File: src/rtl/rvfi_trace_fifo.sv
// RVFI retirement trace FIFO: buffers picorv32 retirement records without ever stalling the core,
// tagging each with its retirement order and flagging gaps left by dropped records.
module rvfi_trace_fifo #(
    parameter int unsigned DEPTH   = 8,
    parameter int unsigned ORDER_W = 32,
    parameter int unsigned DROP_W  = 16
) (
    input  logic                       clk,
    input  logic                       reset,
    input  logic                       in_valid,
    input  logic [4:0]                 in_rs1,
    input  logic [4:0]                 in_rs2,
    input  logic [4:0]                 in_rd,
    input  logic [31:0]                in_insn,
    input  logic [31:0]                in_pre_pc,
    input  logic [31:0]                in_pre_rs1,
    input  logic [31:0]                in_pre_rs2,
    input  logic [31:0]                in_post_pc,
    input  logic [31:0]                in_post_rd,
    output logic                       out_valid,
    input  logic                       out_ready,
    output logic [ORDER_W-1:0]         out_order,
    output logic                       out_gap,
    output logic [4:0]                 out_rs1,
    output logic [4:0]                 out_rs2,
    output logic [4:0]                 out_rd,
    output logic [31:0]                out_insn,
    output logic [31:0]                out_pre_pc,
    output logic [31:0]                out_pre_rs1,
    output logic [31:0]                out_pre_rs2,
    output logic [31:0]                out_post_pc,
    output logic [31:0]                out_post_rd,
    output logic [$clog2(DEPTH):0]     level,
    output logic [DROP_W-1:0]          drop_count,
    output logic                       overflow
);

    localparam int unsigned PTR_W = $clog2(DEPTH);
    localparam int unsigned LVL_W = PTR_W + 1;

    typedef struct packed {
        logic [ORDER_W-1:0] order;
        logic               gap;
        logic [4:0]         rs1;
        logic [4:0]         rs2;
        logic [4:0]         rd;
        logic [31:0]        insn;
        logic [31:0]        pre_pc;
        logic [31:0]        pre_rs1;
        logic [31:0]        pre_rs2;
        logic [31:0]        post_pc;
        logic [31:0]        post_rd;
    } rec_t;

    rec_t               mem_q [DEPTH];
    rec_t               wr_rec_s;
    rec_t               head_s;

    logic [PTR_W-1:0]   wr_ptr_q, wr_ptr_d;
    logic [PTR_W-1:0]   rd_ptr_q, rd_ptr_d;
    logic [LVL_W-1:0]   level_q, level_d;
    logic [ORDER_W-1:0] order_q, order_d;
    logic [DROP_W-1:0]  drop_q, drop_d;
    logic               gap_pending_q, gap_pending_d;
    logic               overflow_q, overflow_d;

    logic               out_valid_s;
    logic               full_s;
    logic               pop_s;
    logic               push_ok_s;
    logic               drop_s;

    // Handshake decode and next-state computation for pointers, level and trace bookkeeping.
    always_comb begin
        out_valid_s   = (level_q != {LVL_W{1'b0}});
        full_s        = (level_q == LVL_W'(DEPTH));
        pop_s         = out_valid_s && out_ready;
        push_ok_s     = in_valid && (!full_s || pop_s);
        drop_s        = in_valid && !push_ok_s;

        wr_ptr_d      = wr_ptr_q;
        rd_ptr_d      = rd_ptr_q;
        level_d       = level_q;
        order_d       = order_q;
        drop_d        = drop_q;
        gap_pending_d = gap_pending_q;
        overflow_d    = overflow_q | drop_s;

        if (push_ok_s) begin
            wr_ptr_d = wr_ptr_q + PTR_W'(1);
        end else begin
            wr_ptr_d = wr_ptr_q;
        end

        if (pop_s) begin
            rd_ptr_d = rd_ptr_q + PTR_W'(1);
        end else begin
            rd_ptr_d = rd_ptr_q;
        end

        case ({push_ok_s, pop_s})
            2'b10:   level_d = level_q + LVL_W'(1);
            2'b01:   level_d = level_q - LVL_W'(1);
            default: level_d = level_q;
        endcase

        // Every retirement consumes an order number, including the ones that get dropped.
        if (in_valid) begin
            order_d = order_q + ORDER_W'(1);
        end else begin
            order_d = order_q;
        end

        if (drop_s && (drop_q != {DROP_W{1'b1}})) begin
            drop_d = drop_q + DROP_W'(1);
        end else begin
            drop_d = drop_q;
        end

        if (drop_s) begin
            gap_pending_d = 1'b1;
        end else if (push_ok_s) begin
            gap_pending_d = 1'b0;
        end else begin
            gap_pending_d = gap_pending_q;
        end

        wr_rec_s = '{order:   order_q,
                     gap:     gap_pending_q,
                     rs1:     in_rs1,
                     rs2:     in_rs2,
                     rd:      in_rd,
                     insn:    in_insn,
                     pre_pc:  in_pre_pc,
                     pre_rs1: in_pre_rs1,
                     pre_rs2: in_pre_rs2,
                     post_pc: in_post_pc,
                     post_rd: in_post_rd};
    end

    // Control and bookkeeping registers.
    always_ff @(posedge clk or posedge reset) begin
        if (reset) begin
            wr_ptr_q      <= {PTR_W{1'b0}};
            rd_ptr_q      <= {PTR_W{1'b0}};
            level_q       <= {LVL_W{1'b0}};
            order_q       <= {ORDER_W{1'b0}};
            drop_q        <= {DROP_W{1'b0}};
            gap_pending_q <= 1'b0;
            overflow_q    <= 1'b0;
        end else begin
            wr_ptr_q      <= wr_ptr_d;
            rd_ptr_q      <= rd_ptr_d;
            level_q       <= level_d;
            order_q       <= order_d;
            drop_q        <= drop_d;
            gap_pending_q <= gap_pending_d;
            overflow_q    <= overflow_d;
        end
    end

    // Record storage; written only on an accepted push so idle bus values never enter it.
    always_ff @(posedge clk) begin
        if (push_ok_s) begin
            mem_q[wr_ptr_q] <= wr_rec_s;
        end else begin
            mem_q[wr_ptr_q] <= mem_q[wr_ptr_q];
        end
    end

    assign head_s      = mem_q[rd_ptr_q];
    assign out_valid   = out_valid_s;
    assign out_order   = head_s.order;
    assign out_gap     = head_s.gap;
    assign out_rs1     = head_s.rs1;
    assign out_rs2     = head_s.rs2;
    assign out_rd      = head_s.rd;
    assign out_insn    = head_s.insn;
    assign out_pre_pc  = head_s.pre_pc;
    assign out_pre_rs1 = head_s.pre_rs1;
    assign out_pre_rs2 = head_s.pre_rs2;
    assign out_post_pc = head_s.post_pc;
    assign out_post_rd = head_s.post_rd;
    assign level       = level_q;
    assign drop_count  = drop_q;
    assign overflow    = overflow_q;

endmodule

File: config.mk
export PLATFORM = sky130hd
export DESIGN_NAME = rvfi_trace_fifo
export DESIGN_NICKNAME = d
export VERILOG_FILES = /design/src/rtl/rvfi_trace_fifo.sv
export SDC_FILE = /design/constraint.sdc
export NUM_CORES = 1
export LEC_CHECK = 0
export CORE_MARGIN = 8
export CORE_UTILIZATION = 65
export CTS_BUF_LIST = sky130_fd_sc_hd__clkbuf_8
export CTS_CLUSTER_DIAMETER = 30
export CTS_CLUSTER_SIZE = 25
export DETAILED_ROUTE_END_ITERATION = 8
export GPL_TIMING_DRIVEN = 0
export PLACE_DENSITY = 0.86
export SLEW_MARGIN = 20
export SYNTH_ARGS = -nofsm -noshare
export SYNTH_HDL_FRONTEND = slang
export SYNTH_SLANG_ARGS = --single-unit
File: constraint.sdc
create_clock -name clk -period 45.9 [get_ports clk]
set_clock_uncertainty 0.1 [all_clocks]
set_input_delay 9.18 -clock clk [delete_from_list [all_inputs] [get_ports clk]]
set_output_delay 9.18 -clock clk [all_outputs]
set_load 0.05 [all_outputs]
==> results.py, run 1 <==
metrics = {
    "final_layout": {
        "final-instance-count-excl-fill": 5930,
        "fin_nets": 4337,
        "final_cell_mix": "edfxtp_1 (1920), mux4_2 (480), clkdlybuf4s50_1 (472)",
        "area_growth_pct": 23.1,
        "drive_gt1_frac": 0.371,
        "final_common_cell": "edfxtp_1",
        "fill_cells": 4843,
    },
    "synthesis": {
        "synth.net_count": 3261,
        "synth.distinct_cells": 45,
        "synth-edff-count": 1920,
        "synth_ff_type": "edfxtp_1",
        "syn_inst": 3043,
        "syn_avg_cell_area_um2": 24.5,
        "synthesis.area_um2": 74700,
        "yosys_warnings": 0,
        "ys_async_sr_fraction": 0.0303,
        "ys_seq_area_frac": 0.792,
        "yosys_register_bits": 1980,
    },
    "clocking": {
        "cts_buffers": 353,
        "cts_buffer_depth": 4,
        "postCtsHoldBufs": 0,
        "cts.clk_slew.worst_paths_ns": 0.07,
        "clk_latency_ns": 0.98,
        "clock_sinks": 1980,
        "root_buffer": "clkbuf_8",
        "ctsResizeCount": 0,
        "cts_setup_buffers": 0,
        "htreeDepth": 5,
        "cts_tree": "done",
    },
    "pwr": {
        "p_sw_mw": 2.49,
        "peakVddDrop_uv": 69.3,
        "power_density_nw_per_um2": 74.1,
        "clkPwrFrac": 0.270,
        "pwr-share-seq": 0.343,
        "power_leakage_nw": 30.7,
        "sw_frac_of_total": 0.365,
        "p_int_mw": 4.32,
        "pwr-share-comb": 0.386,
    },
    "critical_path": {
        "critPathSlowestCell": "clkbuf_1",
        "path_cells": "clkbuf_1, buf_2, buf_2, clkbuf_1, mux4_2, mux2_2, clkdlybuf4s50_1",
        "critical_path_class": "reg2out",
        "critical-path-top-delay-family": "buffers and inverters",
        "arrival_ns": 5.11,
        "startpoint_type": "flip-flop",
        "cp_data_required_time_ns": 36.62,
        "slowest_delay_ns": 0.79,
        "crit_buf_inv": 5,
        "crit_fanout": 10,
        "worst_setup_path_end_kind": "output port",
    },
    "drt": {
        "wl_um": 194000,
        "wl_per_cell_um": 32.7,
        "vias": 38400,
        "drtIter0Drc": 4747,
        "detail-route-antenna-nets": 0,
        "firstDrtPassIters": 5,
        "drc": 0,
        "via_per_inst": 6.47,
    },
    "placed_design": {
        "io_buffers": 472,
        "place.gp.congestion": 0.765,
        "dp_cells": 5276,
        "dpl.hpwl_um": 120000,
    },
    "sta": {
        "hold_viol": 0,
        "finalMaxSlewViolations": 0,
        "fmax_mhz": 69.5,
        "period_minus_slack_ns": 14.39,
        "slew-limit-headroom": 0.269,
        "finalSetupViolCount": 0,
        "grt_setup_unrepaired": "no",
        "period_share": 0.314,
        "fin_setup_tns_ns": 0,
        "tightest_slew_ns": 1.08,
        "hold_slack_ns": 0.372,
    },
    "floorplan": {
        "rows": 124,
        "start_util": 0.654,
        "ioPinCount": 473,
        "dieArea_um2": 126000,
        "die_y_um": 355,
        "core_area_um2": 114000,
        "dieWidth_um": 355,
    },
    "run": {
        "cap_violations": 0,
    },
    "run_status": {
        "status": "completed",
    },
    "global_routing": {
        "grt_max_degree": 34,
        "track_usage": 0.305,
        "grt_antenna_before_repair": 30,
        "overflow": 0,
        "grt_pass1_wl_um": 278000,
        "grt_pass1_vias": 40700,
    },
    "min_path": {
        "hold_class": "reg2reg",
    },
}
logic make-up (layout without fill, tap and decap cells):
logic type,count (synthesis),after routing,synth area share
buffers and inverters,150,1499,0.00893
multiplexers,728,728,0.182
XOR/XNOR,49,49,0.00574
flip-flops,1980,1980,0.792
other,0,26,0
adder cells (fa/ha/maj),7,7,0.00127
AND/OR/NAND/NOR,113,113,0.00844
AO/OA/AOI/OAI,16,16,0.00168
final cells by class:
| cell class | count | area, um^2 | area share |
|---|---|---|---|
| well taps | 1512 | 1890 | 0.0206 |
| flip-flops and latches | 1980 | 59200 | 0.643 |
| inverters | 11 | 43.8 | 0.000476 |
| multi-input cells | 913 | 14900 | 0.162 |
| repair buffers | 721 | 7340 | 0.0798 |
| clock inverters | 268 | 2940 | 0.0320 |
| clock buffers | 360 | 4950 | 0.0539 |
| plain buffers | 139 | 636 | 0.00691 |
| diodes | 26 | 65.1 | 0.000707 |
per-layer routing:
layer  wire (um)  global-route usage  up-vias
met4        8540               0.130        6
met3       20100              0.0839      486
met5          42                   0        -
met2       99000               0.509     2665
li1            -                   -    15300
met1       66000               0.380    19900
worst register-to-register path: stages (launching register included):
cell and delay (ns):
dfrtp_1 0.45, or3_1 0.17, buf_6 0.13, o21ai_2 0.17
nor4_2 0.55, buf_2 0.37, buf_2 0.27, buf_4 0.21
buf_4 0.18, buf_4 0.21, buf_2 0.27, buf_2 0.26
buf_4 0.19, buf_2 0.17
power by group through the flow:
stage / clock network (mW) / registers (mW) / logic [mW]
finish: 1.84 / 2.34 / 2.63
global placement: 0 / 2.65 / 2.45
global route: 1.94 / 2.35 / 2.71
floorplan: 0 / 2.49 / 1.66
detailed placement: 0 / 2.36 / 2.60
CTS: 1.86 / 2.34 / 2.64
flip-flops by register name, indices dropped and copies added (netlist names):
signal / count
order_q: 32
mem_q: 1920
wr_ptr_q: 3
drop_count: 16
rd_ptr_q: 3
level: 4
gap_pending_q: 1
overflow: 1
cell usage after synthesis, drive strengths merged (2+ instances only):
library cell / number / area share
ha: 6 / 0.0010
mux2i: 2 / 0.00027
o211ai: 2 / 0.00020
clkbuf: 65 / 0.0033
nand2b: 3 / 0.00025
mux2: 246 / 0.037
a21oi: 5 / 0.00033
buf: 74 / 0.0051
mux4: 480 / 0.14
nor3: 15 / 0.0010
and3: 5 / 0.00042
and4: 2 / 0.00023
nor4: 11 / 0.0012
nand3b: 3 / 0.00030
inv: 11 / 0.00055
nand4: 14 / 0.0013
and2: 3 / 0.00025
xor2: 21 / 0.0025
a2111oi: 2 / 0.00040
nand2: 17 / 0.00085
edfxtp: 1920 / 0.77
xnor2: 28 / 0.0033
nand3: 19 / 0.0013
nor2: 13 / 0.00065
or2: 3 / 0.00025
dfrtp: 60 / 0.020
or4: 2 / 0.00020
per-stage QoR:
step	worst slack (ns)	cell area (um^2)	power, mW	util
final	31.51	92000	6.81	0.805
after global routing	31.41	92000	7.00	0.805
after floorplan	12.35	74700	4.15	-
after CTS	31.42	91900	6.84	0.805
after detailed placement	32.62	84000	4.96	0.736
after global placement	-11.51	81300	5.10	0.712
final timing paths:
kind | from | end | slack (ns) | cells after the start
min reg2reg | overflow | overflow | 0.37 | 1
min | overflow | overflow | 0.37 | 1
max in group asynchronous | reset | drop_count[10] | 36.68 | 3
min in group asynchronous | reset | order_q[21] | 8.44 | 2
max | rd_ptr_q[1] | out_insn[20] | 31.51 | 7
max reg2reg | level[1] | mem_q[0][157] | 41.92 | 13
Note: power is estimated with default switching activity, not from simulation.
==> run 2, diff against run 1 <==
--- a/config.mk
+++ b/config.mk
@@ -6,13 +6,13 @@
 export NUM_CORES = 1
 export LEC_CHECK = 0
 export CORE_MARGIN = 8
-export CORE_UTILIZATION = 65
+export CORE_UTILIZATION = 61
 export CTS_BUF_LIST = sky130_fd_sc_hd__clkbuf_8
 export CTS_CLUSTER_DIAMETER = 30
 export CTS_CLUSTER_SIZE = 25
 export DETAILED_ROUTE_END_ITERATION = 8
 export GPL_TIMING_DRIVEN = 0
-export PLACE_DENSITY = 0.86
+export PLACE_DENSITY = 0.82
 export SLEW_MARGIN = 20
 export SYNTH_ARGS = -nofsm -noshare
 export SYNTH_HDL_FRONTEND = slang
==> constraint.sdc (replaced) <==
create_clock -name clk -period 14.2 [get_ports clk]
set_clock_uncertainty 0.1 [all_clocks]
set_input_delay 2.84 -clock clk [delete_from_list [all_inputs] [get_ports clk]]
set_output_delay 2.84 -clock clk [all_outputs]
set_load 0.05 [all_outputs]
==> run 2 against run 1 <==
  * Final cell count grew 1.6%
  * Sequential power rose to 3.2 times the previous value
  * Register-to-register slack got worse by 32 ns
  * Via count fell by 2.7%
  * Power rose to 3.2 times the previous value
  * Highest routed layer unchanged
  * Utilization down 4.9 points
  * Wire length shrank 7.1%
  * Combinational power grew to 3.2 times the previous value
  * Critical endpoint is now out_insn[23]
  * First-iteration DRC count down 16%
  * Clock power increased to 3.2 times the previous value
==> results.py, run 2 (synthesized netlist as in run 1, its figures left out) <==
metrics = {
    "final_layout": {
        "fin_nets": 4317,
        "final_area_um2": 92100,
        "final_common_cell": "edfxtp_1",
        "multi_input_area_um2": 15000,
        "final_cell_mix": "edfxtp_1 (1920), mux4_2 (480), clkdlybuf4s50_1 (472)",
        "final-instance-count-excl-fill": 6022,
        "layout.area.seq_um2": 59200,
        "largest_register_ffs": 1920,
        "area_growth_pct": 23.3,
        "largest_register": "mem_q",
        "fill_cells": 6019,
        "drive_gt1_frac": 0.364,
        "final_util": 0.757,
    },
    "clocking": {
        "root_buffer": "clkbuf_8",
        "postCtsHoldBufs": 0,
        "ctsResizeCount": 0,
        "cts_buffer_depth": 4,
        "cts_buffers": 352,
        "cts_tree": "done",
        "cts_setup_buffers": 0,
        "htreeDepth": 5,
        "clock_sinks": 1980,
        "clk_latency_ns": 0.99,
        "cts.clk_slew.worst_paths_ns": 0.07,
    },
    "drt": {
        "wl_um": 180000,
        "via_per_inst": 6.20,
        "wl_per_cell_um": 29.9,
        "detail-route-antenna-nets": 0,
        "drtIter0Drc": 3970,
        "vias": 37300,
        "drc": 0,
        "firstDrtPassIters": 5,
    },
    "placed_design": {
        "io_buffers": 472,
        "dp_cells": 5370,
        "dp_slack_ns": 7.15,
        "place.gp.congestion": 0.739,
        "placed_area_um2": 84300,
        "dpl.hpwl_um": 114000,
    },
    "sta": {
        "hold_slack_ns": 0.384,
        "fin_setup_tns_ns": 0,
        "slew-limit-headroom": 0.212,
        "fmax_mhz": 125,
        "period_minus_slack_ns": 8.00,
        "period_share": 0.563,
        "hold_viol": 0,
        "finalMaxSlewViolations": 0,
        "finalSetupViolCount": 0,
        "fin_ws_ns": 6.20,
        "tightest_slew_ns": 1.18,
        "grt_setup_unrepaired": "no",
    },
    "critical_path": {
        "startpoint_type": "flip-flop",
        "critical_path_class": "reg2out",
        "crit_fanout": 10,
        "cp_data_required_time_ns": 11.26,
        "worst_setup_path_end_kind": "output port",
        "arrival_ns": 5.06,
    },
    "floorplan": {
        "die_y_um": 366,
        "rows": 128,
        "dieArea_um2": 134000,
        "dieWidth_um": 366,
        "ioPinCount": 473,
        "start_util": 0.614,
        "core_area_um2": 122000,
    },
    "global_routing": {
        "grt_pass1_wl_um": 261000,
        "grt_pass1_vias": 39600,
        "overflow": 0,
        "grt_max_degree": 37,
        "grt_antenna_before_repair": 43,
        "track_usage": 0.264,
    },
    "pwr": {
        "total_power_mw": 21.8,
        "peakVddDrop_uv": 227,
        "power_leakage_nw": 30.5,
        "power_density_nw_per_um2": 236,
    },
    "min_path": {
        "hold_class": "reg2reg",
    },
    "run_status": {
        "status": "completed",
    },
    "run": {
        "cap_violations": 0,
    },
}
## run 2: area by class of cell
| class | count | area share |
|---|---|---|
| sequential | 1980 | 0.642 |
| multi-input combinational | 913 | 0.162 |
| timing repair buffer | 702 | 0.0807 |
| clock buffer | 357 | 0.0534 |
| clock inverter | 265 | 0.0309 |
| tap | 1625 | 0.0221 |
| buffer | 139 | 0.00687 |
| antenna | 30 | 0.000815 |
| inverter | 11 | 0.000476 |
## run 2: final timing paths
path / from / to / slack [ns] / cells past startpoint
min in group asynchronous: reset / order_q[8] / 2.07 / 2
worst max-delay path: rd_ptr_q[0] / out_insn[23] / 6.20 / 8
worst min register to register: overflow / overflow / 0.38 / 1
max in group asynchronous: reset / order_q[0] / 11.38 / 3
worst min-delay path: overflow / overflow / 0.38 / 1
worst max register to register: level[2] / mem_q[1][104] / 10.09 / 15
## run 2: critical path: stages (launching register included)
cell	delay [ns]
dfrtp_1	0.41
clkbuf_1	0.30
clkbuf_1	0.40
buf_6	0.25
buf_2	0.59
buf_4	0.39
mux4_2	0.53
mux2_2	0.27
clkdlybuf4s50_1	0.87
## run 2: power breakdown
group / internal [mW] / total (mW) / switching [mW]
logic: 3.29 / 8.42 / 5.13
registers: 7.29 / 7.52 / 0.229
clock network: 3.36 / 5.82 / 2.46
total: 13.9 / 21.8 / 7.82
## run 2: layer usage
metal	global-route usage	share of wire
met5	0	0.00088
met4	0.0971	0.034
met3	0.0822	0.10
met2	0.438	0.51
met1	0.332	0.36
